### config.mk
export PLATFORM = sky130hd
export DESIGN_NAME = oam_dma
export DESIGN_NICKNAME = d
export VERILOG_FILES = /design/src/rtl/nes_pkg.sv /design/src/rtl/oam_dma.sv
export SDC_FILE = /design/constraint.sdc
export NUM_CORES = 1
export LEC_CHECK = 0
export BUFFER_PORTS_ARGS = -buffer_cell sky130_fd_sc_hd__buf_2
export CAP_MARGIN = 25
export CELL_PAD_IN_SITES_DETAIL_PLACEMENT = 2
export CELL_PAD_IN_SITES_GLOBAL_PLACEMENT = 2
export CORE_AREA = 8 8 77 79
export DETAILED_ROUTE_END_ITERATION = 6
export DIE_AREA = 0 0 85 87
export PLACE_DENSITY = 0.86
export SETUP_SLACK_MARGIN = 0.02
export SLEW_MARGIN = 30
export SYNTH_ARGS = -nofsm -noshare
export SYNTH_HDL_FRONTEND = slang
export SYNTH_SLANG_ARGS = --single-unit
### constraint.sdc
create_clock -name i_clk -period 1.9 [get_ports i_clk]
set_input_delay 0.38 -clock i_clk [delete_from_list [all_inputs] [get_ports i_clk]]
set_output_delay 0.38 -clock i_clk [all_outputs]
set_load 0.01 [all_outputs]
### src/rtl/nes_pkg.sv
// Shared NES constants and types.
// Bus addresses and the OAM DMA sequencer state enumeration.
package nes_pkg;

  localparam logic [15:0] OAMDMA_ADDR  = 16'h4014;
  localparam logic [15:0] OAMDATA_ADDR = 16'h2004;
  localparam int          OAM_DMA_LEN  = 256;

  typedef enum logic [2:0] {
    DMA_IDLE,
    DMA_HALT,
    DMA_ALIGN,
    DMA_READ,
    DMA_WRITE
  } dma_state_e;

endpackage

### src/rtl/oam_dma.sv
// OAM DMA: copies one 256-byte CPU page to $2004 while holding the CPU.
// Sequencer and datapath update on the falling clock edge.
module oam_dma
  import nes_pkg::*;
(
  input  logic        i_clk,
  input  logic        i_reset_n,
  input  logic        i_cs_n,
  input  logic        i_rw,
  input  logic [7:0]  i_data,
  input  logic [7:0]  i_bus_data,
  output logic        o_rdy,
  output logic        o_dma_active,
  output logic [15:0] o_address,
  output logic        o_rw,
  output logic [7:0]  o_data
);

  localparam logic [7:0] LAST_IDX = 8'(OAM_DMA_LEN - 1);

  dma_state_e state_q, state_d;
  logic [7:0] idx_q, idx_d;
  logic [7:0] page_q, page_d;
  logic [7:0] latch_q, latch_d;
  logic       parity_q, parity_d;
  logic       strobe;

  assign strobe = !i_cs_n && !i_rw;

  always_ff @(negedge i_clk or negedge i_reset_n) begin
    if (!i_reset_n) begin
      state_q <= DMA_IDLE;
    end else begin
      state_q <= state_d;
    end
  end

  always_ff @(negedge i_clk or negedge i_reset_n) begin
    if (!i_reset_n) begin
      idx_q    <= 8'h00;
      page_q   <= 8'h00;
      latch_q  <= 8'h00;
      parity_q <= 1'b0;
    end else begin
      idx_q    <= idx_d;
      page_q   <= page_d;
      latch_q  <= latch_d;
      parity_q <= parity_d;
    end
  end

  always_comb begin
    state_d = state_q;
    unique case (state_q)
      DMA_IDLE:  if (strobe) state_d = DMA_HALT;
      // reads must land on even cycles
      DMA_HALT:  state_d = parity_q ? DMA_READ : DMA_ALIGN;
      DMA_ALIGN: state_d = DMA_READ;
      DMA_READ:  state_d = DMA_WRITE;
      DMA_WRITE: state_d = (idx_q == LAST_IDX) ? DMA_IDLE : DMA_READ;
      default:   state_d = DMA_IDLE;
    endcase
  end

  always_comb begin
    idx_d    = idx_q;
    page_d   = page_q;
    latch_d  = latch_q;
    parity_d = !parity_q;
    unique case (state_q)
      DMA_IDLE: begin
        if (strobe) begin
          page_d = i_data;
          idx_d  = 8'h00;
        end
      end
      DMA_READ:  latch_d = i_bus_data;
      DMA_WRITE: idx_d   = idx_q + 8'h01;
      default: ;
    endcase
  end

  always_comb begin
    o_rdy        = 1'b0;
    o_dma_active = 1'b0;
    o_address    = 16'h0000;
    o_rw         = 1'b1;
    o_data       = 8'h00;
    unique case (state_q)
      DMA_IDLE: o_rdy = 1'b1;
      DMA_READ: begin
        o_dma_active = 1'b1;
        o_address    = {page_q, idx_q};
      end
      DMA_WRITE: begin
        o_dma_active = 1'b1;
        o_address    = OAMDATA_ADDR;
        o_rw         = 1'b0;
        o_data       = latch_q;
      end
      default: ;
    endcase
  end

endmodule

==> impl_results.md, run 1 <==
- Yosys top cell by area: sky130_fd_sc_hd__dfrtn_1
- Clock skew after layout: 9.46 ps
- Leakage dissipation: between 1 and 1.5 nW
- Cell-by-cell listing of the critical path: buf_6 > nor3b_4 > buf_6 > and2_4 > buf_6
- Largest delay contributor family on the critical path: buffers and inverters
- GPL Wtd Cong: 0.839
- Post-route DRC violation count: 0
- Post-synth cell types: 35
- Slowest cell on the critical path: sky130_fd_sc_hd__dfrtn_1
- Final hold violation count: 0
- Result of the run: complete, but fails checks
- Wire length of the first global-routing pass: approximately 9.6 mm
- Fraction of synthesized cell area taken by the top area cell type: 50.6%
- Average via count per standard cell: 5.12
- RSZ-0062 raised after global routing: true
- Fraction of met3 tracks used by global routing: 2.74%
- Sequential cell area fraction in the yosys report: about half
- Number of ports placed on the die boundary: 47
- Global routing usage on met2: 31.5%
- Biggest cell delay along the critical path: around 390 ps
- Type of the setup path with the least slack: flip-flop to output pin
- Flops & latches, synth: 28
- Number of buffers added by the clock tree synthesis step: 3
- Highest-utilization routing layer at the global route stage: met2
- Met1 layer usage reported by global route: 19.1%
- Clock latency at the later pin of the worst-skew pair: 290 ps
- Drt first-iter violations: 46
- Wire length after detailed routing: approximately 6.1 mm
- Clock transition at path regs: 80 ps
- Warnings from Yosys: 0
- Post-synth top cells: sky130_fd_sc_hd__dfrtn_1 (28), sky130_fd_sc_hd__and2_1 (22), sky130_fd_sc_hd__mux2_2 (17)
- Maximum clock path buffer count: 2
- Hold buffers post-CTS: 0
- Max_slew headroom: 78.1%
- Share of synthesized flip-flops with an asynchronous set or reset: 100%
- Setup slack at placement: -566 ps
- Fill cell count: 473
- Worst hold path class: flip-flop to flip-flop
- Starting density of the core: 28.5%
- Share of cells above drive strength 1: between 60% and 70%
- Syn_area_per_cell: 11.0 um^2
- Number of cells produced by synthesis: approximately 130
- Total power divided by cell area: approximately 1500 nW/um^2
- Data required time at the worst endpoint: 1520 ps
- Number of antenna violations at the first check in global routing: 0
- CTS H-tree depth: 1
- Largest net degree at the start of global routing: 22
- Aggregate global-route resource usage: 17.3%
- Clock tree from TritonCTS: yes
- Violations in the final reports: negative setup slack
- Buffer type at the clock tree root: sky130_fd_sc_hd__clkbuf_8
- Critical path data arrival time: about 2500 ps
- Final routed wire length divided by cell count: 23.4 um
- Area added between synthesis and finish: 71.4%
- Vias in the first global route: ~1,600
- Cell occurring most often along the worst timing path: sky130_fd_sc_hd__buf_6
- Biggest fanout along the worst timing path: 8
- Synth area leaders: sky130_fd_sc_hd__dfrtn_1 (51%), sky130_fd_sc_hd__mux2_2 (14%), sky130_fd_sc_hd__and2_1 (9.9%)
- Transition time of the tightest slew-check pin: 325 ps
- First-pass DRT Iterations: 3
- Vias post-DR: 1,321
- Number of nets at the end of the flow: 224
- Number of port buffers: 46
- Fin worst setup slack: -927 ps
- Total nets after synthesis: 147
- Num rows: 26
- Max Cap Viol: 0
- Remaining global-route overflow: 0
- DP HPWL: 3.78 mm
- Maximum vdd drop: 0.540 mV
- Number of flops mapped to enable cells by yosys: 0
- Total of endpoints with negative setup slack in the final report: 36
- Number of pins with negative max-slew slack in the final report: 0
- Hold_ws: about 320 ps
- Startpoint type of the worst setup path: flip-flop
- Nature of the critical path endpoint: output pin
- CP bufs+invs: 3
- Number of nets with antenna violations after routing: 0
- Die area: ~7400 um^2
- Chip height: 87 um
- Area of the mapped netlist: 1380 um^2
- Library cell with the highest instance count after synthesis: sky130_fd_sc_hd__dfrtn_1
- Primary flip-flop cell chosen by synthesis mapping: sky130_fd_sc_hd__dfrtn_1
- Core area: 4850 um^2
- Sinks on Clock Net: 28
- Number of antenna cells inserted: 0
- Die width: about 85 um
placed cells by master, fill, tap and decap left out, types with 3 or more instances in the layout:
cell / n
sky130_fd_sc_hd__and2_4: 21
sky130_fd_sc_hd__buf_6: 33
sky130_fd_sc_hd__nand3_1: 4
sky130_fd_sc_hd__nor2_4: 3
sky130_fd_sc_hd__nor3_4: 3
sky130_fd_sc_hd__nand2_1: 3
sky130_fd_sc_hd__clkbuf_8: 3
sky130_fd_sc_hd__a21o_1: 3
sky130_fd_sc_hd__mux2_2: 15
sky130_fd_sc_hd__dfrtn_1: 28
sky130_fd_sc_hd__buf_4: 20
sky130_fd_sc_hd__buf_2: 20
sky130_fd_sc_hd__o21ai_0: 4
sky130_fd_sc_hd__inv_1: 3
routing by layer:
metal | up-vias | wire, um
met5 | - | 0
met1 | 683 | 2500
met3 | 12 | 151
met4 | 0 | 182
met2 | 35 | 3220
li1 | 591 | -
area by class of cell:
cell class	instances	area [um^2]	share of cell area (%)
clock buffers	3	41.3	1.74
clock inverters	1	30.0	1.27
inverters	4	20.0	0.844
multi-input cells	89	813	34.3
flip-flops and latches	28	701	29.5
well taps	56	70.1	2.95
repair buffers	77	697	29.4
timing repair:
item                       4_1_cts  5_1_grt
resized for setup               49       12
pin swaps                       13       11
cloned                           2        0
setup endpoints to repair       36       39
hold endpoints to repair         0        0
buffers inserted                 9        4
sequential cells by signal (all words and copies together), names as in the netlist:
| register | cells |
|---|---|
| page_q | 8 |
| idx_q | 8 |
| latch_q | 8 |
| parity_q | 1 |
| state_q | 3 |
logic make-up after synthesis:
kind of cell / count (synthesis) / synth area share [%]
AND/OR/NAND/NOR: 47 / 20.3
flip-flops: 28 / 50.6
AO/OA/AOI/OAI: 21 / 10.0
multiplexers: 18 / 14.6
buffers and inverters: 10 / 2.98
XOR/XNOR: 1 / 0.633
adder cells (fa/ha/maj): 1 / 0.904
power breakdown:
part | switching [mW] | internal, mW
sequential | 0.179 | 0.891
combinational | 0.977 | 1.12
clock | 0.216 | 0.283
path summary, 6_finish.rpt:
check                      cells past startpoint        from  slack, ps   endpoint
hold / removal                                 1    parity_q        320   parity_q
setup reg to reg                               7  state_q[2]         90  page_q[6]
hold reg to reg                                1    parity_q        320   parity_q
max in group asynchronous                      2   i_reset_n        680  page_q[7]
setup / recovery                               5  state_q[1]       -930  o_data[0]
min in group asynchronous                      1   i_reset_n        780   parity_q
per-stage QoR:
stage / util [%] / cell area, um^2 / std cells / setup TNS (ps) / total power [mW]
final: 48.9 / 2370 / 258 / -24120 / 3.66
after global placement: 40.4 / 1960 / 246 / -16820 / 2.53
after floorplan: - / 1500 / 126 / -13610 / 1.97
after detailed placement: 40.4 / 1960 / 246 / -19270 / 2.64
after global routing: 48.9 / 2370 / 258 / -25210 / 3.86
after CTS: 48.3 / 2340 / 258 / -23080 / 3.57
No activity file was read; power rests on OpenSTA's default activity.
==> run 2, diff against run 1 <==
--- a/config.mk
+++ b/config.mk
@@ -9,10 +9,10 @@
 export CAP_MARGIN = 25
 export CELL_PAD_IN_SITES_DETAIL_PLACEMENT = 2
 export CELL_PAD_IN_SITES_GLOBAL_PLACEMENT = 2
-export CORE_AREA = 8 8 77 79
+export CORE_AREA = 8 8 75 77
 export DETAILED_ROUTE_END_ITERATION = 6
-export DIE_AREA = 0 0 85 87
-export PLACE_DENSITY = 0.86
+export DIE_AREA = 0 0 83 85
+export PLACE_DENSITY = 0.9
 export SETUP_SLACK_MARGIN = 0.02
 export SLEW_MARGIN = 30
 export SYNTH_ARGS = -nofsm -noshare
==> constraint.sdc (replaced) <==
create_clock -name i_clk -period 3.5 [get_ports i_clk]
set_input_delay 0.7 -clock i_clk [delete_from_list [all_inputs] [get_ports i_clk]]
set_output_delay 0.7 -clock i_clk [all_outputs]
set_load 0.01 [all_outputs]
==> run 2 against run 1 <==
The run still ends with negative setup slack left. Worst hold slack improved by 10 ps. Combinational power decreased by 61%. Register-to-register slack improved by 1700 ps. Utilization decreased by 4.8 points. Sequential power decreased by 43%. Non-clock buffer count decreased by 11. Critical path depth unchanged. Global-route usage decreased by 4.4 points. Design area decreased by 16%. Clock-buffer cell count increased by 1. Via count decreased by 7.2%. Largest cell class is now flip-flops and latches. Highest routed layer unchanged.
==> impl_results.md, run 2 (same netlist as run 1, synthesis figures left out) <==
- Result of the run: complete, but fails checks
- Violations in the final reports: negative setup slack
- Number of antenna cells inserted: 0
- RSZ-0062 raised after global routing: true
- Number of nets at the end of the flow: ~210
- Hold_ws: ~330 ps
- Capturing point of the worst reg2reg path: page_q[1]
- Data required time at the worst endpoint: approximately 2800 ps
- Vias post-DR: 1,226
- Setup slack, reg-to-reg: around 1800 ps
- Worst hold path class: flip-flop to flip-flop
- DP HPWL: 3.47 mm
- Starting density of the core: 30.5%
- Share of cells above drive strength 1: 57.9%
- Num rows: 25
- Cell-by-cell listing of the critical path: nand2_2 > nor2_4 > buf_12 > a21o_1 > buf_6
- Most frequent cells in the layout: sky130_fd_sc_hd__buf_2 (35), sky130_fd_sc_hd__dfrtn_1 (28), sky130_fd_sc_hd__mux2_2 (17), sky130_fd_sc_hd__buf_4 (17)
- Clock tree from TritonCTS: yes
- HP Start: parity_q
- Max_slew headroom: 75.2%
- Fill cell count: 481
- Aggregate global-route resource usage: 12.9%
- Design Area, Final: 2000 um^2
- First-pass DRT Iterations: 4
- Number of buffers added by the clock tree synthesis step: 3
- Number of port buffers: 46
- Area added between synthesis and finish: 44.6%
- Startpoint type of the worst setup path: flip-flop
- Core area: approximately 4500 um^2
- Critical path data arrival time: 3210 ps
- Buffer type at the clock tree root: sky130_fd_sc_hd__clkbuf_8
- Most common cell after layout, fill and taps aside: sky130_fd_sc_hd__buf_2
- Clock latency at the later pin of the worst-skew pair: 280 ps
- Cell Count, Final, Fillers Out: 244
- Remaining global-route overflow: 0
- Number of ports placed on the die boundary: 47
- Vias in the first global route: 1,392
- Total power after layout: about 1.6 mW
- Max Cap Viol: 0
- Biggest fanout along the worst timing path: 14
- Slowest cell on the critical path: sky130_fd_sc_hd__dfrtn_1
- Setup slack at placement: -132 ps
- Maximum clock path buffer count: 2
- GPL Wtd Cong: between 0.7 and 0.8
- Largest delay contributor family on the critical path: flip-flops
- Maximum vdd drop: between 0.3 and 0.4 mV
- Transition time of the tightest slew-check pin: 372 ps
- R2R depth: 6
- Number of antenna violations at the first check in global routing: 0
- Cells after DPL: between 200 and 250
- Final routed wire length divided by cell count: 19.0 um
- Launch point of the critical path: state_q[0]
- CTS H-tree depth: 1
- Number of pins with negative max-slew slack in the final report: 0
- Die area: a little over 7000 um^2
- Reg-to-reg startpoint: state_q[1]
- CP bufs+invs: 2
- Post-route DRC violation count: 0
- Clock transition at path regs: 70 ps
- Largest net degree at the start of global routing: 29
- Average via count per standard cell: 5.02
- Registers with the most flip-flops: idx_q (8), latch_q (8), page_q (8)
- Total of endpoints with negative setup slack in the final report: 27
- Sinks on Clock Net: 28
- Hold buffers post-CTS: 0
- Clock skew after layout: slightly above 4 ps
- Depth of the critical timing path with buffers and inverters included: 5
- Wire length after detailed routing: 4.63 mm
- Placed cell areas: approximately 1800 um^2
- Leakage dissipation: 0.992 nW
- Total power divided by cell area: 813 nW/um^2
- Final hold violation count: 0
- Nature of the critical path endpoint: output pin
- Type of the setup path with the least slack: flip-flop to output pin
- Drt first-iter violations: 41
- Number of nets with antenna violations after routing: 0
- Fin worst setup slack: -413 ps
- Fin util: 44.1%
- Wire length of the first global-routing pass: approximately 7.5 mm
- Chip height: approximately 85 um
- Setup total negative slack: -9270 ps
- Biggest cell delay along the critical path: 500 ps
- End point of the critical path: o_address[2]
- Die width: slightly above 80 um
-- run 2: cell count changes in the layout (fill, tap and decap cells not counted), sizes merged --
cell    change
buf        -10
bufinv      -1
nand2       -1
-- run 2: what timing repair did --
item | in CTS | in global routing
setup endpoints to repair | 27 | 27
buffers inserted | 2 | 2
cloned | 0 | 0
pin swaps | 2 | 1
endpoints found under the hold margin | 0 | 0
resized for setup | 15 | 2
-- run 2: worst min path at each step --
stage                    end  cells past startpoint
floorplan           parity_q                      1
global placement    parity_q                      1
detailed placement  parity_q                      1
CTS                 parity_q                      1
global route        parity_q                      1
finish              parity_q                      1
-- run 2: final cells by class --
type                    instances  area (um^2)  area share, %
well taps                      54         67.6           3.38
clock buffers                   4         55.1           2.75
inverters                       4         15.0          0.750
multi-input cells              88          693           34.6
repair buffers                 66          469           23.5
flip-flops and latches         28          701           35.0
-- run 2: routing by layer --
metal | up-vias | wire length (um) | track usage (%)
li1 | 569 | - | -
met1 | 620 | 1940 | 14.8
met2 | 33 | 2440 | 23.3
met3 | 4 | 193 | 2.68
met4 | 0 | 63 | 3.99
met5 | - | 0 | 0
-- run 2: worst reg2reg max path: stages (launching register included) --
cell	delay, ps
sky130_fd_sc_hd__dfrtn_1	480
sky130_fd_sc_hd__buf_4	170
sky130_fd_sc_hd__nor3_4	50
sky130_fd_sc_hd__buf_4	120
sky130_fd_sc_hd__buf_4	130
sky130_fd_sc_hd__nand2_2	210
sky130_fd_sc_hd__mux2_2	380
-- run 2: where the power goes --
| part | switching (mW) | leakage (nW) | internal [mW] |
|---|---|---|---|
| Clock | 0.107 | 0.0288 | 0.101 |
| Combinational | 0.364 | 0.619 | 0.447 |
| Sequential | 0.125 | 0.344 | 0.483 |
| Total | 0.595 | 0.992 | 1.03 |
==> run 3, diff against run 2 <==
--- a/config.mk
+++ b/config.mk
@@ -9,10 +9,11 @@
 export CAP_MARGIN = 25
 export CELL_PAD_IN_SITES_DETAIL_PLACEMENT = 2
 export CELL_PAD_IN_SITES_GLOBAL_PLACEMENT = 2
-export CORE_AREA = 8 8 75 77
+export CORE_AREA = 8 8 76 78
+export CTS_BUF_LIST = sky130_fd_sc_hd__clkbuf_8
 export DETAILED_ROUTE_END_ITERATION = 6
-export DIE_AREA = 0 0 83 85
-export PLACE_DENSITY = 0.9
+export DIE_AREA = 0 0 84 86
+export PLACE_DENSITY = 0.88
 export SETUP_SLACK_MARGIN = 0.02
 export SLEW_MARGIN = 30
 export SYNTH_ARGS = -nofsm -noshare
==> constraint.sdc (replaced) <==
create_clock -name i_clk -period 4.5 [get_ports i_clk]
set_input_delay 0.9 -clock i_clk [delete_from_list [all_inputs] [get_ports i_clk]]
set_output_delay 0.9 -clock i_clk [all_outputs]
set_load 0.01 [all_outputs]
==> run 3 against run 2 <==
The run still ends with negative setup slack left. Utilization up 0.76 points. Non-clock buffer count down 4. Global-route usage up 1.7 points. Clock power down 22%. Die area up 2.4%. Worst setup slack better by 270 ps. Routed wire length up 11%. Clock skew about the same. Critical endpoint is now o_data[7]. Highest routed layer unchanged.
==> impl_results.md, run 3 (same netlist as run 1, synthesis figures left out) <==
- Biggest fanout along the worst timing path: 8
- Largest net degree at the start of global routing: 29
- Clock tree from TritonCTS: yes
- Cell occurring most often along the worst timing path: sky130_fd_sc_hd__buf_6
- Critical path data arrival time: 3740 ps
- Startpoint type of the worst setup path: flip-flop
- R2R depth: 7
- Fin worst setup slack: -140 ps
- Average via count per standard cell: 5.10
- Starting density of the core: 30.1%
- Result of the run: complete, but fails checks
- Number of ports placed on the die boundary: 47
- Remaining global-route overflow: 0
- Final routed wire length divided by cell count: around 21 um
- Worst hold path class: flip-flop to flip-flop
- HP Start: parity_q
- Total power after layout: around 1.3 mW
- Number of nets with antenna violations after routing: 0
- Wire length of the first global-routing pass: 8.21 mm
- Most frequent cells in the layout: sky130_fd_sc_hd__dfrtn_1 (28), sky130_fd_sc_hd__buf_6 (27), sky130_fd_sc_hd__buf_2 (25)
- Number of port buffers: 46
- Buffer type at the clock tree root: sky130_fd_sc_hd__clkbuf_8
- Type of the setup path with the least slack: flip-flop to output pin
- Biggest cell delay along the critical path: 410 ps
- Clock skew after layout: between 4 and 5 ps
- Max_slew headroom: a little under three fifths
- Number of buffers added by the clock tree synthesis step: 3
- Setup slack, reg-to-reg: 2680 ps
- Share of cells above drive strength 1: between 60% and 70%
- Post-route DRC violation count: 0
- Clock latency at the later pin of the worst-skew pair: 290 ps
- Aggregate global-route resource usage: 14.6%
- Area added between synthesis and finish: 49.1%
- Final hold violation count: 0
- RSZ-0062 raised after global routing: true
- CP bufs+invs: 3
- Number of antenna violations at the first check in global routing: 0
- Most common cell after layout, fill and taps aside: sky130_fd_sc_hd__dfrtn_1
- Cell Count, Final, Fillers Out: 240
- Largest delay contributor family on the critical path: buffers and inverters
- Total of endpoints with negative setup slack in the final report: 25
- First-pass DRT Iterations: 2
- GPL Wtd Cong: 0.816
- Data required time at the worst endpoint: 3600 ps
- Slowest cell on the critical path: sky130_fd_sc_hd__dfrtn_1
- Launch point of the critical path: state_q[1]
- Total power divided by cell area: 636 nW/um^2
- DP HPWL: 3.36 mm
- Chip height: 86 um
- Reg-to-reg startpoint: state_q[1]
- Number of antenna cells inserted: 0
- Registers with the most flip-flops: idx_q (8), latch_q (8), page_q (8)
- Die area: 7220 um^2
- Violations in the final reports: negative setup slack
- Transition time of the tightest slew-check pin: 655 ps
- CTS H-tree depth: 1
- Sinks on Clock Net: 28
- Cell-by-cell listing of the critical path: buf_6 > nor3b_4 > buf_6 > and2_4 > buf_6
- Wire length after detailed routing: a little over 5 mm
- Maximum clock path buffer count: 2
- Clock transition at path regs: 60 ps
- Core area: 4600 um^2
- Max Cap Viol: 0
- Nature of the critical path endpoint: output pin
- Maximum vdd drop: 0.253 mV
- Leakage dissipation: 0.994 nW
- Depth of the critical timing path with buffers and inverters included: 5
- Cells after DPL: 227
- Vias in the first global route: around 1,400
- Num rows: 25
- Capturing point of the worst reg2reg path: idx_q[6]
- Die width: 84 um
- Drt first-iter violations: 42
- Vias post-DR: about 1,200
- End point of the critical path: o_data[7]
- Number of pins with negative max-slew slack in the final report: 0
- Number of nets at the end of the flow: roughly 210
run 3: worst min-delay path by stage:
| stage | depth (start not counted) | to | slack, ps |
|---|---|---|---|
| floorplan | 1 | parity_q | 290 |
| CTS | 1 | parity_q | 320 |
| global placement | 1 | parity_q | 310 |
| finish | 1 | parity_q | 310 |
| global route | 1 | parity_q | 340 |
| detailed placement | 1 | parity_q | 310 |
run 3: metal layers:
metal | global-route usage, % | wire, um | share of wire (%) | vias to the layer above
met5 | 0 | 0 | 0 | -
met4 | 8.16 | 133 | 2.6 | 0
met3 | 2.84 | 204 | 4.0 | 7
met2 | 26.1 | 2730 | 53 | 31
met1 | 15.7 | 2070 | 40 | 627
li1 | - | - | - | 559
run 3: cell type report:
cell class,count,area [um^2]
clock buffer,4,55.1
fill,481,2530
inverter,4,20.0
multi-input combinational,88,716
sequential,28,701
tap,54,67.6
timing repair buffer,62,504
run 3: where the power goes:
| part | switching (mW) | total (mW) | internal, mW |
|---|---|---|---|
| combinational | 0.309 | 0.670 | 0.361 |
| clock | 0.0824 | 0.161 | 0.0786 |
| sequential | 0.105 | 0.481 | 0.376 |
run 3: per-stage QoR:
step                utilization [%]  setup WS, ps  setup TNS (ps)  cell area [um^2]  hold WS, ps
finish                         44.9          -140           -2680              2060          314
global route                   44.9          -192           -4070              2060          343
CTS                            43.4          -108           -2110              2000          320
detailed placement             37.1          59.2               0              1710          311
global placement               37.1           181               0              1710          307
floorplan                         -           143               0              1380          293
run 3: repair_timing:
item / 4_1_cts / 5_1_grt
resized for setup: 43 / 13
buffers inserted: 7 / 1
cloned: 1 / 0
hold buffers: 0 / 0
pin swaps: 18 / 4
endpoints found under the setup margin: 25 / 27
